`src/rtl/dehaze_pkg.sv`:
```
// Shared types and constants for the dehaze pipeline stages.
// Pixel width, atmospheric-light reset value, candidate record and zero-clamp helper.
package dehaze_pkg;

    localparam int PIX_W = 8;
    localparam int SUM_W = PIX_W + 2;
    localparam logic [PIX_W-1:0] AC_RST = 8'd255;

    typedef logic [PIX_W-1:0] pix_t;
    typedef logic [SUM_W-1:0] sum_t;

    typedef enum logic {
        IDLE  = 1'b0,
        ACCUM = 1'b1
    } state_t;

    // One haze candidate: ranking keys first, then the colour it carries.
    typedef struct packed {
        pix_t dark;
        sum_t sum;
        pix_t r;
        pix_t g;
        pix_t b;
    } cand_t;

    // The downstream reciprocal lookup cannot take 0, so 0 maps to 1.
    function automatic pix_t clamp_nz(input pix_t v);
        return (v == '0) ? pix_t'(1) : v;
    endfunction

endpackage

```
`src/rtl/atmospheric_light_estimator_if.sv`:
```
// Pixel stream in, per-frame atmospheric light out; master drives pixels, slave is the estimator.
// No backpressure: the slave accepts a pixel on every cycle in_valid is high.
interface atmospheric_light_estimator_if;
    import dehaze_pkg::*;

    logic in_valid;
    logic in_sof;
    logic in_eof;
    pix_t in_r;
    pix_t in_g;
    pix_t in_b;

    pix_t ac_r;
    pix_t ac_g;
    pix_t ac_b;
    logic ac_valid;
    logic frame_err;

    modport master (
        output in_valid, in_sof, in_eof, in_r, in_g, in_b,
        input  ac_r, ac_g, ac_b, ac_valid, frame_err
    );

    modport slave (
        input  in_valid, in_sof, in_eof, in_r, in_g, in_b,
        output ac_r, ac_g, ac_b, ac_valid, frame_err
    );

endinterface

```
`src/rtl/dark_channel_min3.sv`:
```
// Combinational minimum of three colour channels (the dark channel of one pixel).
// Zero latency, no handshake.
module dark_channel_min3
    import dehaze_pkg::*;
(
    input  pix_t a_i,
    input  pix_t b_i,
    input  pix_t c_i,
    output pix_t min_o
);

    pix_t ab_min;

    assign ab_min = (a_i < b_i) ? a_i : b_i;
    assign min_o  = (ab_min < c_i) ? ab_min : c_i;

endmodule

```
`src/rtl/atmospheric_light_estimator.sv`:
```
// Per frame, tracks the pixel with the largest dark channel (ties: larger R+G+B) and publishes its clamped RGB.
// eof sampled at edge N -> ac_* and ac_valid after edge N+2; always accepts, no backpressure.
module atmospheric_light_estimator
    import dehaze_pkg::*;
(
    input  logic                         clk,
    input  logic                         rst,
    atmospheric_light_estimator_if.slave bus
);

    // Stage 1: dark channel, channel sum and frame flags.
    pix_t  dark_w;
    sum_t  sum_w;

    logic  s1_vld_q;
    logic  s1_sof_q;
    logic  s1_eof_q;
    cand_t s1_cand_q;

    dark_channel_min3 u_min3 (
        .a_i   (bus.in_r),
        .b_i   (bus.in_g),
        .c_i   (bus.in_b),
        .min_o (dark_w)
    );

    assign sum_w = SUM_W'(bus.in_r) + SUM_W'(bus.in_g) + SUM_W'(bus.in_b);

    always_ff @(posedge clk) begin
        if (rst) begin
            s1_vld_q  <= 1'b0;
            s1_sof_q  <= 1'b0;
            s1_eof_q  <= 1'b0;
            s1_cand_q <= '0;
        end else begin
            s1_vld_q <= bus.in_valid;
            if (bus.in_valid) begin
                s1_sof_q  <= bus.in_sof;
                s1_eof_q  <= bus.in_eof;
                s1_cand_q <= '{dark: dark_w, sum: sum_w,
                               r: bus.in_r, g: bus.in_g, b: bus.in_b};
            end
        end
    end

    // Frame FSM, driven by the stage-1 flags.
    state_t state_q;
    state_t state_d;
    logic   load_best;
    logic   cmp_best;
    logic   pub_d;
    logic   frame_err_w;

    always_ff @(posedge clk) begin
        if (rst) begin
            state_q <= IDLE;
        end else begin
            state_q <= state_d;
        end
    end

    always_comb begin
        state_d = state_q;
        if (s1_vld_q) begin
            case (state_q)
                IDLE:    if (s1_sof_q && !s1_eof_q) state_d = ACCUM;
                ACCUM:   if (s1_eof_q)              state_d = IDLE;
                default: state_d = IDLE;
            endcase
        end
    end

    // A sof inside a frame restarts accumulation; an sof+eof pixel is a complete frame either way.
    always_comb begin
        load_best   = 1'b0;
        cmp_best    = 1'b0;
        pub_d       = 1'b0;
        frame_err_w = 1'b0;
        if (s1_vld_q) begin
            case (state_q)
                IDLE: begin
                    if (s1_sof_q) begin
                        load_best = 1'b1;
                        pub_d     = s1_eof_q;
                    end else begin
                        frame_err_w = 1'b1;
                    end
                end
                ACCUM: begin
                    if (s1_sof_q) begin
                        frame_err_w = 1'b1;
                        load_best   = 1'b1;
                    end else begin
                        cmp_best = 1'b1;
                    end
                    pub_d = s1_eof_q;
                end
                default: ;
            endcase
        end
    end

    // Stage 2: running best candidate; equal keys keep the earlier pixel.
    cand_t best_q;
    cand_t best_d;
    logic  better;
    logic  pub_q;

    assign better = (s1_cand_q.dark > best_q.dark) ||
                    ((s1_cand_q.dark == best_q.dark) && (s1_cand_q.sum > best_q.sum));

    always_comb begin
        best_d = best_q;
        if (load_best || (cmp_best && better)) begin
            best_d = s1_cand_q;
        end
    end

    always_ff @(posedge clk) begin
        if (rst) begin
            best_q <= '0;
            pub_q  <= 1'b0;
        end else begin
            best_q <= best_d;
            pub_q  <= pub_d;
        end
    end

    // Publish reads best_q before a back-to-back sof overwrites it on the same edge.
    pix_t ac_r_q;
    pix_t ac_g_q;
    pix_t ac_b_q;
    logic ac_valid_q;

    always_ff @(posedge clk) begin
        if (rst) begin
            ac_r_q     <= AC_RST;
            ac_g_q     <= AC_RST;
            ac_b_q     <= AC_RST;
            ac_valid_q <= 1'b0;
        end else begin
            ac_valid_q <= pub_q;
            if (pub_q) begin
                ac_r_q <= clamp_nz(best_q.r);
                ac_g_q <= clamp_nz(best_q.g);
                ac_b_q <= clamp_nz(best_q.b);
            end
        end
    end

    assign bus.ac_r      = ac_r_q;
    assign bus.ac_g      = ac_g_q;
    assign bus.ac_b      = ac_b_q;
    assign bus.ac_valid  = ac_valid_q;
    assign bus.frame_err = frame_err_w;

endmodule

```
`src/flat_wrapper.sv`:
```
// flat-port wrapper written by rule: the top's interface ports become plain ports
module atmospheric_light_estimator_flat import dehaze_pkg::*;
  (clk, rst, bus_in_valid, bus_in_sof, bus_in_eof, bus_in_r, bus_in_g, bus_in_b, bus_ac_r, bus_ac_g, bus_ac_b, bus_ac_valid, bus_frame_err);
  atmospheric_light_estimator_if bus_i ();
  input  logic clk;
  input  logic rst;
  input wire logic [$bits(bus_i.in_valid)-1:0] bus_in_valid;
  input wire logic [$bits(bus_i.in_sof)-1:0] bus_in_sof;
  input wire logic [$bits(bus_i.in_eof)-1:0] bus_in_eof;
  input wire logic [$bits(bus_i.in_r)-1:0] bus_in_r;
  input wire logic [$bits(bus_i.in_g)-1:0] bus_in_g;
  input wire logic [$bits(bus_i.in_b)-1:0] bus_in_b;
  output wire logic [$bits(bus_i.ac_r)-1:0] bus_ac_r;
  output wire logic [$bits(bus_i.ac_g)-1:0] bus_ac_g;
  output wire logic [$bits(bus_i.ac_b)-1:0] bus_ac_b;
  output wire logic [$bits(bus_i.ac_valid)-1:0] bus_ac_valid;
  output wire logic [$bits(bus_i.frame_err)-1:0] bus_frame_err;
  assign bus_i.in_valid = bus_in_valid;
  assign bus_i.in_sof = bus_in_sof;
  assign bus_i.in_eof = bus_in_eof;
  assign bus_i.in_r = bus_in_r;
  assign bus_i.in_g = bus_in_g;
  assign bus_i.in_b = bus_in_b;
  assign bus_ac_r = bus_i.ac_r;
  assign bus_ac_g = bus_i.ac_g;
  assign bus_ac_b = bus_i.ac_b;
  assign bus_ac_valid = bus_i.ac_valid;
  assign bus_frame_err = bus_i.frame_err;
  atmospheric_light_estimator u_core (.clk(clk), .rst(rst), .bus(bus_i));
endmodule
```
`config.mk`:
```
export PLATFORM = sky130hd
export DESIGN_NAME = atmospheric_light_estimator_flat
export DESIGN_NICKNAME = d
export VERILOG_FILES = /design/src/rtl/dehaze_pkg.sv /design/src/rtl/atmospheric_light_estimator_if.sv /design/src/rtl/dark_channel_min3.sv /design/src/rtl/atmospheric_light_estimator.sv /design/src/flat_wrapper.sv
export SDC_FILE = /design/constraint.sdc
export NUM_CORES = 1
export LEC_CHECK = 0
export CAP_MARGIN = 10
export CORE_ASPECT_RATIO = 1.25
export CORE_MARGIN = 4
export CORE_UTILIZATION = 25
export CTS_BUF_LIST = sky130_fd_sc_hd__clkbuf_16
export DETAILED_ROUTE_END_ITERATION = 16
export PLACE_DENSITY = 0.44
export SLEW_MARGIN = 25
export SYNTH_ARGS = -nofsm -noshare
export SYNTH_HDL_FRONTEND = slang
export SYNTH_SLANG_ARGS = --single-unit
```
`constraint.sdc`:
```
create_clock -name clk -period 5.6 [get_ports clk]
set_clock_uncertainty 0.1 [all_clocks]
set_input_delay 1.12 -clock clk [delete_from_list [all_inputs] [get_ports clk]]
set_output_delay 1.12 -clock clk [all_outputs]
set_load 0.02 [all_outputs]
```
Yosys cells after proc, flatten, opt, wreduce, memory -nomap -nowiden. Index checks and enable logic that the tools add are counted.

Add/sub/neg operators: 2. Magnitude comparators: 4. Equality and inequality tests: 1. Multiplexer cells: 17. Bitwise operators: 2. Reductions and logical operators: 10.

Operators with widths (count): $mux W8 (5); $logic_not A8 Y1 (3); $lt A8 B8 Y1 (2); $add A10 B8 Y10 (1); $gt A10 B10 Y1 (1); $add A8 B8 Y9 (1); $mux W1 (9); $eq A8 B8 Y1 (1); $gt A8 B8 Y1 (1); $pmux W1 S2 (3); $logic_and A1 B1 Y1 (3); $logic_or A1 B1 Y1 (2); $not A1 Y1 (2); $reduce_or A2 Y1 (1); $logic_not A1 Y1 (1).

Register bits after elaboration: 114. Output and inout port bits: 26. Word-level logic and storage cells: 55.

Logic depth before layout (Yosys ltp).
Depth after elaboration: 5. Gate-level depth with buffers: 17. Depth with buffers taken out: 14.

By module. From an unflattened synthesis, not the netlist that was laid out.

Cell total of the unflattened synthesis: 614. Area, all modules: 5973.2 µm².

Modules (own cells, without submodules): atmospheric_light_estimator (instances 1, cells each 543, area an instance 5400.2 µm², sequential area each 2282.2 µm²); dark_channel_min3 (instances 1, cells each 71, area an instance 573.0 µm², sequential area each 0.0 µm²).

Least setup slack after synthesis. No wires, ideal clock.

Path kind: input-to-reg. Start point: input port bus_in_g[5]. End point: register u_core.s1_cand_q[37] (netlist name). Data arrival time: 4.326 ns. Path slack: 1.032 ns. Stages: 14. Cell sequence: inv_1 ha_1 a21oi_2 nor2_1 o21a_1 or3_1 clkbuf_1 mux2_2 ha_1 a211o_1 a211oi_1 and2_4 buf_6 o311ai_2.

Cells in the longest elaborated chain, start to end: 4.

RTL lines: from (decl) (line flat_wrapper.sv:11) `input wire logic [$bits(bus_i.in_g)-1:0] bus_in_g;`; $lt A8 B8 Y1 (line dark_channel_min3.sv:14) `assign ab_min = (a_i < b_i) ? a_i : b_i;`; $mux W8 (*) (line dark_channel_min3.sv:14); $lt A8 B8 Y1 (line dark_channel_min3.sv:15) `assign min_o = (ab_min < c_i) ? ab_min : c_i;`; $mux W8 (*) (line dark_channel_min3.sv:15); to (signal assigned) (line atmospheric_light_estimator.sv:40) `s1_cand_q <= '{dark: dark_w, sum: sum_w,`; to (decl) (line atmospheric_light_estimator.sv:18) `cand_t s1_cand_q;`.

Mark *: on every way between the ends. The rest lies on a longest branch, timed or not. A chain may end at the register's enable or synchronous reset.

Final worst setup path.
Start point: input port bus_in_g[5]. End point: register u_core.s1_cand_q[34] (netlist name).

The elaborated chain is that of the path after synthesis.

==> flow_metrics.env <==
export IMPL_status="finished, final reports clean"
export IMPL_cpMaxStageDelayCell="clkdlybuf4s50_1"
export IMPL_synth_warnings=0
export IMPL_hpwl_um=11200
export IMPL_crit_arrival_ns=4.79
export IMPL_ff2ff_setup_slack_ns=2.80
export IMPL_worstPathRequired_ns=5.81
export IMPL_synth_edf_count=0
export IMPL_ys_types=46
export IMPL_dr_pass1_iters=4
export IMPL_cpPeakStageDelay_ns=0.57
export IMPL_first_global_vias=4837
export IMPL_cts_tree="yes"
export IMPL_power_switching_w=0.000704
export IMPL_drt_iter0_markers=173
export IMPL_wire_per_inst_um=15.8
export IMPL_h_tree_depth=4
export IMPL_power_internal_w=0.00165
export IMPL_final_nets=758
export IMPL_critPathMaxFanout=9
export IMPL_syn_nets=716
export IMPL_p_seq_share_pct=37.3
export IMPL_grt_max_degree=59
export IMPL_cts_setup_buffers=0
export IMPL_ys_ff_latch=114
export IMPL_hold_viol=0
export IMPL_crit_chain="clkdlybuf4s50_1, inv_1, ha_1, a21oi_2, nor2_1, o21a_1, or3_1, mux2_2, ha_1, nand4_1, a21oi_1, nand2_1, a31o_1, and2_4, o311ai_2"
export IMPL_clock_sinks=114
export IMPL_async_flop_share_pct=0
export IMPL_p_leak_nw=2.76
export IMPL_postSynthAreaPerCell_um2=9.23
export IMPL_use_met2_pct=22.0
export IMPL_clock_path_buffers=2
export IMPL_worst_pin_slew_ns=0.960
export IMPL_antenna_cells=0
export IMPL_grt_busiest_layer="met2"
export IMPL_syn_to_final_growth_pct=23.1
export IMPL_root_buffer="clkbuf_16"
export IMPL_yosysSeqAreaShare_pct=38.9
export IMPL_ioPinCount=55
export IMPL_period_needed_ns=4.58
export IMPL_io_buffer_count=54
export IMPL_end_kind="flop"
export IMPL_die_w_um=145
export IMPL_die_h_um=179
export IMPL_drive_gt1_share_pct=8.84
export IMPL_post_route_period_util_pct=81.7
export IMPL_drc=0
export IMPL_critical_path_buf_inv_count=2
export IMPL_p_comb_share_pct=18.1
export IMPL_ctsHoldBuffers=0
export IMPL_met3_usage_pct=2.10
export IMPL_slew_viol_final=0
export IMPL_setup_viol=0
export IMPL_startpoint_type="primary input"
export IMPL_via_count=4580
export IMPL_ys_flop_type="dfxtp_1"
export IMPL_cap_violations=0
export IMPL_grt_pass1_wl_um=25300
export IMPL_numCtsBuffers=17
export IMPL_switching_share_pct=30.0
export IMPL_clk_latency_ns=0.41
export IMPL_antenna_found_initial=0
export IMPL_die_area_um2=26000
export IMPL_rows=62
export IMPL_cts_resized=0
export IMPL_syn_cell_area_um2=5860
export IMPL_core_area_um2=23000
export IMPL_path_class="in -> reg"
export IMPL_p_per_area_nw_per_um2=326
export IMPL_relSlewSlack_pct=35.8
export IMPL_min_path_type="reg -> reg"
export IMPL_fmax_mhz=219
export IMPL_grt_usage_pct=12.1
export IMPL_finalSetupTns_ns=0
export IMPL_power_frac_clock_pct=44.6
export IMPL_crit_top_cell="ha_1"
export IMPL_drt_wl_total_um=15400
export IMPL_crit_family="compound AO/OA/AOI/OAI gates"
export IMPL_peakVddDrop_mv=0.259
export IMPL_initial_core_util_pct=25.4
export IMPL_detail_route_antenna_nets=0
export IMPL_grt_overflow=0
export IMPL_grt_setup_unrepaired="false"
export IMPL_viasPerCell=4.68
export IMPL_syn_inst=635
export IMPL_place_gp_congestion=0.767
export IMPL_fillCellCount=2357
export IMPL_use_met1_pct=14.4
export IMPL_clk_pin_slew_ns=0.06
export IMPL_post_route_util_pct=31.3
-- cell usage after synthesis, drive strengths merged, types with 3 or more instances --
cell,count,area (µm²)
a211oi,7,52.6
a21o,4,30.0
a21oi,27,139
buf,13,77.6
clkbuf,26,97.6
dfxtp,114,2280
ha,50,626
inv,47,176
mux2,6,67.6
mux2i,71,711
nand2,95,357
nand2b,10,62.6
nand3b,7,52.6
nand4,15,93.8
nor2,36,135
nor2b,6,37.5
nor3,4,20.0
nor4,3,18.8
o2111ai,16,140
o21a,3,22.5
o21ai,10,50.1
o21bai,5,37.5
o311ai,9,139
o31ai,18,135
or3,4,25.0
xnor2,10,87.6
xor2,3,26.3
-- cell type report --
type,count,area [µm²],share of cell area (%)
Tap cell,288,360,4.99
Multi-Input combinational cell,435,3230,44.8
Timing Repair Buffer,62,591,8.19
Clock buffer,17,425,5.90
Sequential cell,114,2280,31.6
Inverter,47,178,2.46
Clock inverter,15,145,2.01
-- layer usage --
metal / up-vias / routed length, µm
li1: 2322 / -
met1: 2174 / 6980
met3: 16 / 328
met2: 68 / 7810
met5: - / 0
met4: 0 / 288
-- sequential cells by signal (all words and copies together) (netlist names) --
| signal | flops |
|---|---|
| u_core.state_q | 1 |
| u_core.bus.ac_valid | 1 |
| u_core.bus.ac_b | 8 |
| u_core.pub_q | 1 |
| u_core.bus.ac_g | 8 |
| u_core.s1_sof_q | 1 |
| u_core.s1_vld_q | 1 |
| u_core.s1_eof_q | 1 |
| u_core.best_q | 42 |
| u_core.s1_cand_q | 42 |
| u_core.bus.ac_r | 8 |
-- kinds of logic after synthesis --
group / after synthesis / synth area share (%)
flops: 114 / 38.9
compound gates: 110 / 14.3
xor+xnor: 13 / 1.94
mux: 77 / 13.3
fa+ha+maj: 52 / 11.4
buf+inv: 86 / 6.00
simple gates: 183 / 14.1
-- through the flow --
| step | setup slack, ns | std cells | hold WS [ns] | total power, W | instance area [µm²] |
|---|---|---|---|---|---|
| 2_1_floorplan | 1.03 | 635 | 0.334 | 0.00119 | 5860 |
| 3_3_place_gp | 0.641 | 946 | 0.352 | 0.00131 | 6640 |
| 3_5_place_dp | 0.622 | 946 | 0.355 | 0.00132 | 6640 |
| 4_1_cts | 1.06 | 978 | 0.361 | 0.00238 | 7210 |
| 5_1_grt | 0.817 | 978 | 0.376 | 0.00247 | 7210 |
| 6_report | 1.02 | 978 | 0.358 | 0.00235 | 7210 |
-- power by group through the flow --
stage | Sequential (W) | Clock [W] | Combinational (W)
3_3_place_gp | 0.000894 | 0 | 0.000421
5_1_grt | 0.000881 | 0.00111 | 0.000475
4_1_cts | 0.000877 | 0.00108 | 0.000429
2_1_floorplan | 0.000883 | 0 | 0.000309
6_report | 0.000877 | 0.00105 | 0.000425
3_5_place_dp | 0.000894 | 0 | 0.000426
-- worst reg2reg max path, stage by stage (launching register included) --
cell and delay (ns):
dfxtp_1 0.32, inv_1 0.06, ha_1 0.28, nand2b_1 0.11, a21o_1 0.11, a211oi_1 0.06
or3_1 0.34, a31oi_1 0.13, buf_4 0.26, o21a_4 0.63, mux2i_1 0.33
-- cell usage in the layout, fill, tap and decap left out, types with 8 or more instances in the layout --
cell type,n
dfxtp_1,114
nand2_1,95
mux2i_1,71
clkdlybuf4s50_1,52
ha_1,50
inv_1,46
nor2_1,36
a21oi_1,26
o31ai_1,18
clkbuf_16,17
o2111ai_1,16
nand4_1,15
xnor2_1,10
nand2b_1,10
o21ai_0,10
o311ai_2,8
buf_4,8
-- final timing paths --
check                       startpoint                   end  depth (start not counted)
hold reg to reg   u_core.s1_cand_q[34]     u_core.best_q[34]                          2
setup / recovery           bus_in_g[5]  u_core.s1_cand_q[34]                         15
hold / removal    u_core.s1_cand_q[34]     u_core.best_q[34]                          2
setup reg to reg  u_core.s1_cand_q[34]     u_core.best_q[22]                         10
Power figures use the tool's default switching activity.
